<file path="config.mk">
export PLATFORM = sky130hd
export DESIGN_NAME = subneg_core
export DESIGN_NICKNAME = d
export VERILOG_FILES = /design/src/rtl/subneg_core.sv
export SDC_FILE = /design/constraint.sdc
export NUM_CORES = 1
export LEC_CHECK = 0
export ABC_AREA = 0
export CAP_MARGIN = 5
export CORE_ASPECT_RATIO = 0.75
export CORE_UTILIZATION = 50
export DETAILED_ROUTE_END_ITERATION = 10
export GPL_TIMING_DRIVEN = 0
export PLACE_DENSITY = 0.73
export SLEW_MARGIN = 25
export SYNTH_ARGS = -nofsm -noshare
export SYNTH_HDL_FRONTEND = slang
export SYNTH_SLANG_ARGS = --single-unit
</file>
<file path="constraint.sdc">
create_clock -name clk -period 2.1 [get_ports clk]
set_input_delay 0.42 -clock clk [delete_from_list [all_inputs] [get_ports clk]]
set_output_delay 0.42 -clock clk [all_outputs]
set_load 0.02 [all_outputs]
</file>
<file path="src/rtl/subneg_core.sv">
// Single-instruction SUBNEG core: mem[B] = mem[B] - mem[A]; branch to C on borrow/negative.
// Sequential multi-cycle FSM over a single-port handshaked memory, with one memory-mapped output word.
module subneg_core #(
    parameter int unsigned DW        = 8,
    parameter int unsigned AW        = 8,
    parameter int unsigned OUT_ADDR  = 21,
    parameter int unsigned SIGNED_BR = 0
) (
    input  logic          clk,
    input  logic          reset,
    input  logic          run,
    output logic [AW-1:0] mem_addr,
    output logic          mem_re,
    output logic          mem_we,
    output logic [DW-1:0] mem_wdata,
    input  logic [DW-1:0] mem_rdata,
    input  logic          mem_ready,
    output logic [AW-1:0] pc,
    output logic [DW-1:0] out_data,
    output logic          out_valid,
    output logic          halted
);

    typedef enum logic [2:0] {
        S_IDLE    = 3'd0,
        S_FETCH_A = 3'd1,
        S_FETCH_B = 3'd2,
        S_FETCH_C = 3'd3,
        S_READ_A  = 3'd4,
        S_READ_B  = 3'd5,
        S_WRITE   = 3'd6,
        S_HALT    = 3'd7
    } state_e;

    state_e        state_q;
    logic [AW-1:0] addr_a_q;
    logic [AW-1:0] addr_b_q;
    logic [AW-1:0] addr_c_q;
    logic [DW-1:0] val_a_q;
    logic          br_q;
    logic          out_wr_q;

    logic [DW-1:0] res;
    logic          br;
    logic          to_out;

    // Result and branch decision are formed from the operand B word as it arrives in READ_B.
    always_comb begin
        res    = mem_rdata - val_a_q;
        br     = (SIGNED_BR != 0) ? res[DW-1] : (val_a_q > mem_rdata);
        to_out = (addr_b_q == AW'(OUT_ADDR));
    end

    always_ff @(posedge clk) begin
        if (reset) begin
            state_q   <= S_IDLE;
            pc        <= '0;
            mem_addr  <= '0;
            mem_re    <= 1'b0;
            mem_we    <= 1'b0;
            mem_wdata <= '0;
            out_data  <= '0;
            out_valid <= 1'b0;
            halted    <= 1'b0;
            addr_a_q  <= '0;
            addr_b_q  <= '0;
            addr_c_q  <= '0;
            val_a_q   <= '0;
            br_q      <= 1'b0;
            out_wr_q  <= 1'b0;
        end else begin
            out_valid <= 1'b0;
            case (state_q)
                S_IDLE: begin
                    mem_we <= 1'b0;
                    if (run) begin
                        mem_addr <= pc;
                        mem_re   <= 1'b1;
                        state_q  <= S_FETCH_A;
                    end else begin
                        mem_re <= 1'b0;
                    end
                end
                // Each read state captures on mem_ready and issues the next address on the same edge.
                S_FETCH_A: if (mem_ready) begin
                    addr_a_q <= mem_rdata[AW-1:0];
                    mem_addr <= pc + AW'(1);
                    state_q  <= S_FETCH_B;
                end
                S_FETCH_B: if (mem_ready) begin
                    addr_b_q <= mem_rdata[AW-1:0];
                    mem_addr <= pc + AW'(2);
                    state_q  <= S_FETCH_C;
                end
                S_FETCH_C: if (mem_ready) begin
                    addr_c_q <= mem_rdata[AW-1:0];
                    mem_addr <= addr_a_q;
                    state_q  <= S_READ_A;
                end
                S_READ_A: if (mem_ready) begin
                    val_a_q  <= mem_rdata;
                    mem_addr <= addr_b_q;
                    state_q  <= S_READ_B;
                end
                S_READ_B: if (mem_ready) begin
                    mem_re   <= 1'b0;
                    br_q     <= br;
                    out_wr_q <= to_out;
                    if (to_out) begin
                        out_data  <= res;
                        out_valid <= 1'b1;
                    end else begin
                        mem_we    <= 1'b1;
                        mem_addr  <= addr_b_q;
                        mem_wdata <= res;
                    end
                    state_q <= S_WRITE;
                end
                // Output-port writes bypass memory and retire on the next edge.
                S_WRITE: if (out_wr_q || mem_ready) begin
                    mem_we <= 1'b0;
                    if (br_q && (addr_c_q == pc)) begin
                        halted  <= 1'b1;
                        state_q <= S_HALT;
                    end else begin
                        pc      <= br_q ? addr_c_q : pc + AW'(3);
                        state_q <= S_IDLE;
                    end
                end
                S_HALT: begin
                    mem_re <= 1'b0;
                    mem_we <= 1'b0;
                end
                default: state_q <= S_IDLE;
            endcase
        end
    end

endmodule

</file>
# Yosys cells after proc, flatten, opt, wreduce, memory -nomap -nowiden

Cells that the tools add are included.

Div/mod/pow operators: 0
Shifts and indexed selects: 0
$add $sub $neg: 4
Multiply operators: 0
Magnitude comparators: 1
Eq/ne operators: 17
Mux-type cells: 26
Reductions and logical operators: 22
Bitwise operators: 4

Operators by type and width:

| operator                                                              | number |
|---|---|
| 8-bit two-way mux                                                     | 8 |
| 8-bit one-hot mux with 6 select lines                                 | 1 |
| 3-bit two-way mux                                                     | 8 |
| 3-bit one-hot mux with 7 select lines                                 | 1 |
| 8-bit by 2-bit adder with 8-bit output, second input constant         | 2 |
| 2-bit != test, second input constant                                  | 8 |
| 8-bit AND reduction                                                   | 2 |
| 3-bit equality test, second input constant                            | 4 |
| 2-bit AND reduction                                                   | 6 |
| 3-bit AND reduction                                                   | 4 |
| 8-bit by 1-bit adder with 8-bit output, second input constant         | 1 |
| 8-bit by 5-bit equality test with 1-bit output, second input constant | 1 |
| 8-bit equality test                                                   | 1 |
| 8-bit greater-than comparator                                         | 1 |
| 8-bit subtractor                                                      | 1 |
| 7-bit nonzero test                                                    | 1 |
| 3-bit by 2-bit equality test with 1-bit output, second input constant | 2 |
| 1-bit two-way mux                                                     | 6 |
| 1-bit one-hot mux with 3 select lines                                 | 2 |
| 3-bit nonzero test                                                    | 2 |
| 6-bit nonzero test                                                    | 1 |
| 1-bit inverter                                                        | 4 |
| 4-bit AND reduction                                                   | 1 |
| 3-bit by 1-bit equality test with 1-bit output, second input constant | 1 |
| 5 further kinds                                                       | 5 |

Register bits after elaboration: 73
Bits in latches: 0
Word-level logic and storage cells: 89
Memories: 0
Bits in writable memories: 0
Input port bits: 12
ROM bits: 0

# Logic depth before layout (Yosys ltp)

Gate-level depths: netlist (run 1).

Depth after elaboration: 5
Mapped depth: 9
Mapped depth without buffers: 9

# Least setup slack after synthesis (run 1)

No wires, ideal clock.

Path type: in2reg
From: input mem_rdata[0]
To: register mem_wdata[6]
Setup slack: 0.146 ns
Library setup time: 0.087 ns
Stages: 9
Data arrival time: 1.867 ns
Path through: inv_1 > ha_1 > inv_1 > fa_1 > a21o_1 > a21oi_1 > o21ai_0 > xnor2_1 > o31ai_1

Longest elaborated chain between the ends: 1

RTL lines:

| element                | line | source |
|---|---|---|
| start: declaration     | 16   | `input logic [DW-1:0] mem_rdata,` |
| 8-bit subtractor       | 49   | `res = mem_rdata - val_a_q;` |
| end signal: assignment | 115  | `mem_wdata <= res;` |
| end: declaration       | 15   | `output logic [DW-1:0] mem_wdata,` |

No other way between the ends.
A chain may end at the register's enable or synchronous reset.

# Final worst setup path (run 1)

From: input mem_rdata[5]
To: register mem_wdata[7]

The elaborated chain is that of the path after synthesis.

==> impl_metrics.env, run 1 <==
export IMPL_irDropWorstVdd_uv=413.3
export IMPL_grt_usage_pct=31.42
export IMPL_synth_cell_type_count=70
export IMPL_numClockSinks=73
export IMPL_grt_pass1_vias=3678
export IMPL_end_kind="flop"
export IMPL_synth_top_cell_by_area="dfxtp_1"
export IMPL_cts_tree="done"
export IMPL_postLayoutCoreUtil_pct=64.88
export IMPL_final_hold_violation_count=0
export IMPL_numPortBuffers=45
export IMPL_setup_ws_ns=0.04332
export IMPL_vias_per_cell=6.085
export IMPL_worst_clock_skew_ns=0.008925
export IMPL_clockPowerShare_pct=33.8
export IMPL_rows=27
export IMPL_r2r_slack_ns=0.12
export IMPL_place_ws_ns=-0.8288
export IMPL_synthCells=511
export IMPL_gr_total_overflow=0
export IMPL_synth_ff_type="dfxtp_1"
export IMPL_initialDrtViolationCount=381
export IMPL_start_util_pct=53.42
export IMPL_layout_min_cycle_time_ns=2.057
export IMPL_stdcell_count=674
export IMPL_synth_most_common_cell="nand2_1"
export IMPL_relSlewSlack_pct=52.71
export IMPL_place_inst=657
export IMPL_grt_max_degree=14
export IMPL_cts_htree_levels=3
export IMPL_p_int_mw=2.313
export IMPL_power_switching_mw=1.126
export IMPL_p_sw_share_pct=32.75
export IMPL_n_antenna_cell=0
export IMPL_io_pins=48
export IMPL_fin_setup_tns_ns=0
export IMPL_synth_area_um2=4043
export IMPL_path_max_fanout=5
export IMPL_grt_pass1_wl_um=19880
export IMPL_seqPwrFrac_pct=43.2
export IMPL_drv_slew=0
export IMPL_place_gp_congestion=0.9752
export IMPL_firstDrtPassIters=5
export IMPL_drive_gt1_share_pct=11.87
export IMPL_syn_area_per_cell_um2=7.911
export IMPL_leakage_nw=1.651
export IMPL_grt_antenna_before_repair=0
export IMPL_fillCellCount=696
export IMPL_yosysWarnings=0
export IMPL_drc=0
export IMPL_period_share_pct=97.94
export IMPL_tightest_slew_ns=0.7094
export IMPL_synthTopCellsByCount="nand2_1, dfxtp_1, a21oi_1"
export IMPL_clk_pin_slew_ns=0.08
export IMPL_postRouteAntennaNets=0
export IMPL_place_area_um2=4619
export IMPL_powerDensity_nw_per_um2=700.5
export IMPL_crit_arrival_ns=2.31
export IMPL_status="complete, no violations"
export IMPL_fin_area_um2=4910
export IMPL_path_class="primary input to flop"
export IMPL_cts_max_path_buffers=2
export IMPL_synth_edff_count=0
export IMPL_core_area_um2=7567
export IMPL_area_growth_syn_to_layout_pct=21.45
export IMPL_max_freq_mhz=486.2
export IMPL_die_y_um=79.87
export IMPL_clk_latency_ns=0.36
export IMPL_required_ns=2.35
export IMPL_combPwrFrac_pct=23.0
export IMPL_post_drt_wl_per_cell_um=19.12
export IMPL_die_w_um=105.8
export IMPL_async_flop_share_pct=0
export IMPL_hold_ws_ns=0.3613
export IMPL_die_area_um2=8453
export IMPL_hpwl_um=9314
export IMPL_ys_seq_elements=73
export IMPL_max_cap_viol_count=0
export IMPL_finalPower_mw=3.439
export IMPL_ys_seq_area_share_pct=36.15
export IMPL_cts_made_buffers=9
export IMPL_critPathLaunchType="primary input"
export IMPL_synth_top_area_share_pct=36.15
export IMPL_clock_root_buffer="clkbuf_8"
export IMPL_vias=4101
export IMPL_setup_viol=0
export IMPL_hold_class="primary input to flop"
export IMPL_nNetsFinal=593
export IMPL_synth_nets=536
export IMPL_cts_hold_buf=0
export IMPL_wirelength_um=12890
export IMPL_synthTopCellsByArea="dfxtp_1, nand2_1, a21oi_1"
-- final timing paths --
path                     start            to  depth (start not counted)
setup / recovery  mem_rdata[5]  mem_wdata[7]                          7
setup reg to reg    state_q[0]   mem_addr[7]                          6
hold reg to reg    mem_addr[0]   mem_addr[0]                          2
hold / removal    mem_rdata[0]    val_a_q[0]                          3
-- layer usage --
metal	share of wire, %	GRT usage [%]	wire (um)
met4	2.1	11.67	271
met3	9.2	6.776	1179
met1	47	45.46	5998
met5	0	0	0
met2	42	45.29	5435
-- worst max-delay path, cell delays in order --
cell	delay [ns]
clkdlybuf4s50_1	0.56
ha_4	0.37
nand2_1	0.09
a211oi_2	0.24
o31ai_4	0.12
and2_1	0.19
a311o_1	0.30
-- power by group through the flow --
stage / registers (mW) / logic (mW) / clock network [mW]
CTS: 1.48 / 0.749 / 1.17
finish: 1.49 / 0.791 / 1.16
global route: 1.49 / 0.847 / 1.23
detailed placement: 1.52 / 0.737 / 0
global placement: 1.51 / 0.724 / 0
floorplan: 1.54 / 0.457 / 0
-- cell type report --
cell class                 count  area (um^2)  area share, %
inverter                      19        71.32          1.453
tap                          101        126.4          2.574
multi-input combinational    381         2404          48.96
clock buffer                  10        137.6          2.803
timing repair buffer          46        449.2          9.149
buffer                        38        192.7          3.925
sequential                    73         1463          29.79
clock inverter                 6        66.31          1.351
-- cells in the final DEF (no fill, tap or decap), types with 3 or more instances in the layout --
cell,Yosys,final
a31oi_1,8,8
a21o_1,5,5
clkbuf_4,0,3
nand2b_1,7,7
nor2_1,22,22
nor2b_1,5,5
mux2i_1,6,6
nand2_1,93,93
dfxtp_1,73,72
dlygate4sd2_1,0,3
nand4_1,3,3
o221a_2,3,3
ha_1,12,9
buf_4,5,6
o211ai_1,4,4
clkinvlp_4,0,3
o22ai_1,4,4
and2_1,5,5
a21oi_1,65,64
clkbuf_8,0,10
clkdlybuf4s50_1,0,41
nor3_4,2,3
o41ai_1,3,3
and3_1,4,4
o311ai_0,6,6
nand3_1,18,18
o31ai_1,7,6
ha_4,0,3
or3_1,6,6
nor3_1,7,6
clkbuf_1,19,18
xnor2_1,12,12
a211oi_1,8,7
buf_2,11,9
a211o_1,3,3
inv_1,19,19
o21ai_0,22,20
-- sequential cells by signal, indices dropped and copies added, names as in the netlist --
register / flops
addr_a_q: 8
addr_b_q: 8
addr_c_q: 8
br_q: 1
halted: 1
mem_addr: 8
mem_re: 1
mem_wdata: 8
mem_we: 1
out_data: 8
out_valid: 1
out_wr_q: 1
pc: 8
state_q: 3
val_a_q: 8
-- cell families (layout without fill, tap and decap cells) --
family	Yosys count	count (layout)	share of synthesized area, %
buffers and inverters	57	119	6.314
muxes	7	7	1.764
xor gates and xnor gates	13	13	2.816
AOI/OAI and AO/OA	160	160	25.94
DFF	73	73	36.15
and+or+nand+nor	188	188	22.81
adders and majority gates	13	13	4.209
-- repair_timing --
| item | 4_1_cts | 5_1_grt |
|---|---|---|
| gates resized for setup | 11 | 14 |
| setup endpoints to repair | 12 | 8 |
| cloned | 0 | 0 |
| setup buffers | 1 | 0 |
| pin swaps | 2 | 2 |
No activity file was read; power rests on OpenSTA's default activity.
==> inputs of run 2 (changes only) <==
--- a/config.mk
+++ b/config.mk
@@ -11,4 +11,5 @@
 export CORE_UTILIZATION = 50
 export DETAILED_ROUTE_END_ITERATION = 10
+export GPL_ROUTABILITY_DRIVEN = 0
 export GPL_TIMING_DRIVEN = 0
 export PLACE_DENSITY = 0.73
==> constraint.sdc (replaced) <==
create_clock -name clk -period 2.1 [get_ports clk]
set_input_delay 0.21 -clock clk [delete_from_list [all_inputs] [get_ports clk]]
set_output_delay 0.21 -clock clk [all_outputs]
set_load 0.02 [all_outputs]
==> run 2 against run 1 <==
  * Sequential cell count stayed put
  * Clock-buffer cell count stayed put
  * Final cell count is 0.15% lower
  * Clock skew is 0.0044 ns higher
  * Critical path type is now flop to flop
  * Register-to-register slack worse by 0.07 ns
  * Highest routed layer unchanged
  * Critical endpoint is now pc[6]
  * Sequential power hardly changed
  * Clock power is 17% higher
  * Combinational power is 4.0% lower
  * First-iteration DRC count is 20% higher
==> impl_metrics.env, run 2 (synthesis gave the netlist of run 1 again) <==
export IMPL_status="complete, no violations"
export IMPL_start_util_pct=53.42
export IMPL_cts_hold_buf=0
export IMPL_vias_per_cell=6.068
export IMPL_critPathLaunchType="flop"
export IMPL_max_cap_viol_count=0
export IMPL_end_kind="flop"
export IMPL_grt_max_degree=13
export IMPL_hpwl_um=9094
export IMPL_rows=27
export IMPL_clk_pin_slew_ns=0.08
export IMPL_postRouteAntennaNets=0
export IMPL_die_w_um=105.8
export IMPL_path_max_fanout=10
export IMPL_worst_clock_skew_ns=0.01336
export IMPL_firstDrtPassIters=5
export IMPL_final_hold_violation_count=0
export IMPL_relSlewSlack_pct=54.98
export IMPL_initialDrtViolationCount=457
export IMPL_final_common_cell="nand2_1"
export IMPL_leakage_nw=1.678
export IMPL_gr_total_overflow=0
export IMPL_cts_htree_levels=3
export IMPL_finalPower_mw=3.608
export IMPL_required_ns=2.33
export IMPL_clk_latency_ns=0.36
export IMPL_die_area_um2=8453
export IMPL_hold_class="primary input to flop"
export IMPL_path_class="flop to flop"
export IMPL_io_pins=48
export IMPL_fin_area_um2=4887
export IMPL_tightest_slew_ns=0.6753
export IMPL_grt_pass1_wl_um=19800
export IMPL_drive_gt1_share_pct=10.66
export IMPL_irDropWorstVdd_uv=409.2
export IMPL_max_freq_mhz=488.7
export IMPL_wirelength_um=12310
export IMPL_nNetsFinal=593
export IMPL_setup_viol=0
export IMPL_clock_root_buffer="clkbuf_8"
export IMPL_grt_antenna_before_repair=0
export IMPL_cts_max_path_buffers=2
export IMPL_cts_tree="done"
export IMPL_multi_input_area_um2=2346
export IMPL_die_y_um=79.87
export IMPL_area_growth_syn_to_layout_pct=20.89
export IMPL_layout_min_cycle_time_ns=2.046
export IMPL_rsz0062_at_grt="no"
export IMPL_crit_arrival_ns=2.28
export IMPL_period_share_pct=97.43
export IMPL_numPortBuffers=45
export IMPL_post_drt_wl_per_cell_um=18.29
export IMPL_numClockSinks=73
export IMPL_fillCellCount=693
export IMPL_core_area_um2=7567
export IMPL_powerDensity_nw_per_um2=738.3
export IMPL_r2r_slack_ns=0.05
export IMPL_grt_pass1_vias=3760
export IMPL_drv_slew=0
export IMPL_final_cell_mix="nand2_1, dfxtp_1, a21oi_1, clkdlybuf4s50_1, nor2_1"
export IMPL_drc=0
export IMPL_n_antenna_cell=0
export IMPL_vias=4084
export IMPL_grt_usage_pct=30.74
export IMPL_cts_made_buffers=9
export IMPL_regArea_um2=1461
export IMPL_place_area_um2=4619
run 2: cell types whose count changed in the layout (fill, tap and decap cells not counted), moves of 3 or more:
| cell | before | now |
|---|---|---|
| buf_2 | 9 | 12 |
| ha_4 | 3 | 0 |
| ha_1 | 9 | 12 |
| clkinvlp_4 | 3 | 0 |
| clkbuf_4 | 3 | 0 |
run 2: power by group:
part	internal (mW)	leakage (nW)	switching (mW)
Combinational	0.277	0.965	0.483
Clock	0.815	0.122	0.544
Sequential	1.44	0.590	0.0453
run 2: per-layer routing:
metal / wire, um / vias up / global-route usage, % / share of wire [%]
met3: 1431 / 22 / 6.694 / 12
met4: 253 / 0 / 10.56 / 2.1
met5: 0 / - / 0 / 0
met1: 5566 / 1907 / 44.52 / 45
met2: 5060 / 217 / 44.64 / 41
li1: - / 1938 / - / -
run 2: cell type report:
class | count | share of cell area, %
Multi-Input combinational cell | 381 | 48.00
Sequential cell | 73 | 29.90
Timing Repair Buffer | 46 | 9.319
Buffer | 38 | 3.789
Clock buffer | 10 | 2.816
Tap cell | 101 | 2.586
Clock inverter | 5 | 2.125
Inverter | 19 | 1.459
run 2: worst max-delay path, cell delays in order (launching register included):
cell,delay (ns)
dfxtp_1,0.46
buf_2,0.28
inv_1,0.10
ha_1,0.26
and3b_1,0.30
a31oi_1,0.10
o311ai_0,0.32
o31ai_1,0.12
run 2: final timing paths:
kind	from	cells past startpoint	to
setup / recovery	pc[0]	7	pc[6]
hold reg to reg	mem_addr[3]	2	mem_addr[3]
setup reg to reg	pc[0]	7	pc[6]
hold / removal	mem_ready	4	state_q[0]
run 2: metrics by stage:
step | hold WS, ns | utilization (%) | std cells | setup TNS (ns) | setup WS, ns
2_1_floorplan | 0.3460 | - | 511 | 0 | 0.1778
3_3_place_gp | 0.4431 | 61.05 | 657 | -2.679 | -0.4783
3_5_place_dp | 0.4501 | 61.05 | 657 | -3.229 | -0.5319
4_1_cts | 0.3289 | 64.38 | 673 | 0 | 0.03849
5_1_grt | 0.3707 | 64.58 | 673 | 0 | 0.01080
6_report | 0.3401 | 64.58 | 673 | 0 | 0.05391
run 2: timing repair:
item | CTS | global route
endpoints found under the setup margin | 5 | 7
cloned | 0 | 0
gates resized for setup | 5 | 6
pin swaps | 1 | 1
setup buffers | 1 | 0
==> inputs of run 3 (changes only) <==
clock period = 2.45 ns   (was 2.1 ns; I/O delays follow)
==> run 3 against run 2 <==
  * Combinational power shrank 15%
  * First-iteration DRC count fell by 16%
  * Clock power down 15%
  * Register-to-register slack gained 0.16 ns
  * Worst hold slack better by 0.045 ns
  * Clock-buffer cell count unchanged
  * Die area unchanged
  * Final cell count stayed put
  * Global-route usage is 0.071 points lower
  * Critical endpoint is now mem_wdata[7]
==> impl_metrics.env, run 3 (synthesis gave the netlist of run 1 again) <==
export IMPL_status="complete, no violations"
export IMPL_gr_total_overflow=0
export IMPL_grt_antenna_before_repair=0
export IMPL_die_w_um=105.8
export IMPL_tightest_slew_ns=0.7037
export IMPL_clk_pin_slew_ns=0.08
export IMPL_drv_slew=0
export IMPL_cts_hold_buf=0
export IMPL_hp_start="mem_ready"
export IMPL_drc=0
export IMPL_hold_class="primary input to flop"
export IMPL_worstHoldPathCells=4
export IMPL_cp_cell_sequence="clkdlybuf4s50_1, ha_1, o21ai_0, a211oi_1, o31ai_1, a2111oi_2, a311o_1"
export IMPL_critPathMaxStageDelay_ns=0.53
export IMPL_leakage_nw=1.669
export IMPL_critical_path_slowest_cell="clkdlybuf4s50_1"
export IMPL_drive_gt1_share_pct=9.790
export IMPL_grt_pass1_wl_um=19740
export IMPL_setup_viol=0
export IMPL_path_class="primary input to flop"
export IMPL_numPortBuffers=45
export IMPL_path_max_fanout=5
export IMPL_n_antenna_cell=0
export IMPL_max_freq_mhz=429.8
export IMPL_rows=27
export IMPL_holdPathEnd="state_q[0]"
export IMPL_postRouteAntennaNets=0
export IMPL_grt_pass1_vias=3741
export IMPL_irDropWorstVdd_uv=350.5
export IMPL_clock_root_buffer="clkbuf_8"
export IMPL_initialDrtViolationCount=386
export IMPL_numClockSinks=73
export IMPL_cts_htree_levels=3
export IMPL_nNetsFinal=593
export IMPL_die_y_um=79.87
export IMPL_io_pins=48
export IMPL_required_ns=2.69
export IMPL_start_util_pct=53.42
export IMPL_powerDensity_nw_per_um2=631.7
export IMPL_place_area_um2=4619
export IMPL_grt_usage_pct=30.66
export IMPL_end_kind="flop"
export IMPL_max_cap_viol_count=0
export IMPL_core_area_um2=7567
export IMPL_vias_per_cell=6.138
export IMPL_final_common_cell="nand2_1"
export IMPL_rsz0062_at_grt="no"
export IMPL_r2r_cells=7
export IMPL_hpwl_um=9094
export IMPL_firstDrtPassIters=5
export IMPL_relSlewSlack_pct=53.09
export IMPL_clk_latency_ns=0.35
export IMPL_fin_area_um2=4872
export IMPL_period_share_pct=94.96
export IMPL_wirelength_um=12250
export IMPL_final_cell_mix="nand2_1, dfxtp_1, a21oi_1, clkdlybuf4s50_1"
export IMPL_crit_arrival_ns=2.56
export IMPL_die_area_um2=8453
export IMPL_worst_clock_skew_ns=0.01297
export IMPL_worstReg2RegEnd="pc[6]"
export IMPL_grt_max_degree=13
export IMPL_cts_tree="done"
export IMPL_cts_max_path_buffers=2
export IMPL_r2r_slack_ns=0.21
export IMPL_layout_min_cycle_time_ns=2.326
export IMPL_final_hold_violation_count=0
export IMPL_post_drt_wl_per_cell_um=18.20
export IMPL_hold_ws_ns=0.3853
export IMPL_area_growth_syn_to_layout_pct=20.52
export IMPL_reg2reg_from="pc[0]"
export IMPL_vias=4131
export IMPL_cts_made_buffers=9
export IMPL_critPathLaunchType="primary input"
## run 3: worst max path at each step
stage | startpoint | endpoint | slack, ns
CTS | mem_rdata[0] | mem_wdata[6] | 0.16
global route | mem_rdata[2] | mem_wdata[7] | 0.04
detailed placement | mem_rdata[0] | mem_wdata[6] | -0.22
floorplan | pc[0] | pc[6] | 0.53
finish | mem_rdata[2] | mem_wdata[7] | 0.12
global placement | mem_rdata[0] | out_data[6] | -0.16
## run 3: metrics by stage
step                      power (mW)  instances  setup WS, ns  util [%]  setup TNS, ns
after floorplan                1.712        511        0.5278         -              0
after global placement         1.908        657       -0.1633     61.05        -0.4264
after detailed placement       1.925        657       -0.2169     61.05        -0.6423
after CTS                      3.075        672        0.1607     64.24              0
after global routing           3.204        673       0.04202     64.38              0
final                          3.078        673        0.1236     64.38              0
## run 3: worst max-delay path: cells and delay by family
kind | cells | cell delay, ns
AO/OA/AOI/OAI | 5 | 1.38
adder cells (fa/ha/maj) | 1 | 0.41
buffers and inverters | 1 | 0.53
## run 3: cell type report
| cell class | count | area [um^2] |
|---|---|---|
| buffer | 38 | 183.9 |
| clock buffer | 10 | 137.6 |
| clock inverter | 5 | 103.9 |
| fill | 696 | 2695 |
| inverter | 19 | 71.32 |
| multi-input combinational | 381 | 2330 |
| sequential | 73 | 1461 |
| tap | 101 | 126.4 |
| timing repair buffer | 46 | 457.9 |
## run 3: metal layers
metal  track usage [%]  vias up  part of all wire, %
met5                 0        -                    0
met4             10.56        0                  2.1
met3             6.694       27                   10
met2             44.31      240                   41
met1             44.57     1929                   46
li1                  -     1935                    -
## run 3: timing repair
action	CTS	global route
setup endpoints to repair	0	2
gates resized for setup	0	1
setup buffers	0	1
## run 3: power by group
part / switching, mW / leakage, nW / internal (mW)
Combinational: 0.411 / 0.956 / 0.235
Sequential: 0.0389 / 0.590 / 1.24
Clock: 0.457 / 0.122 / 0.699
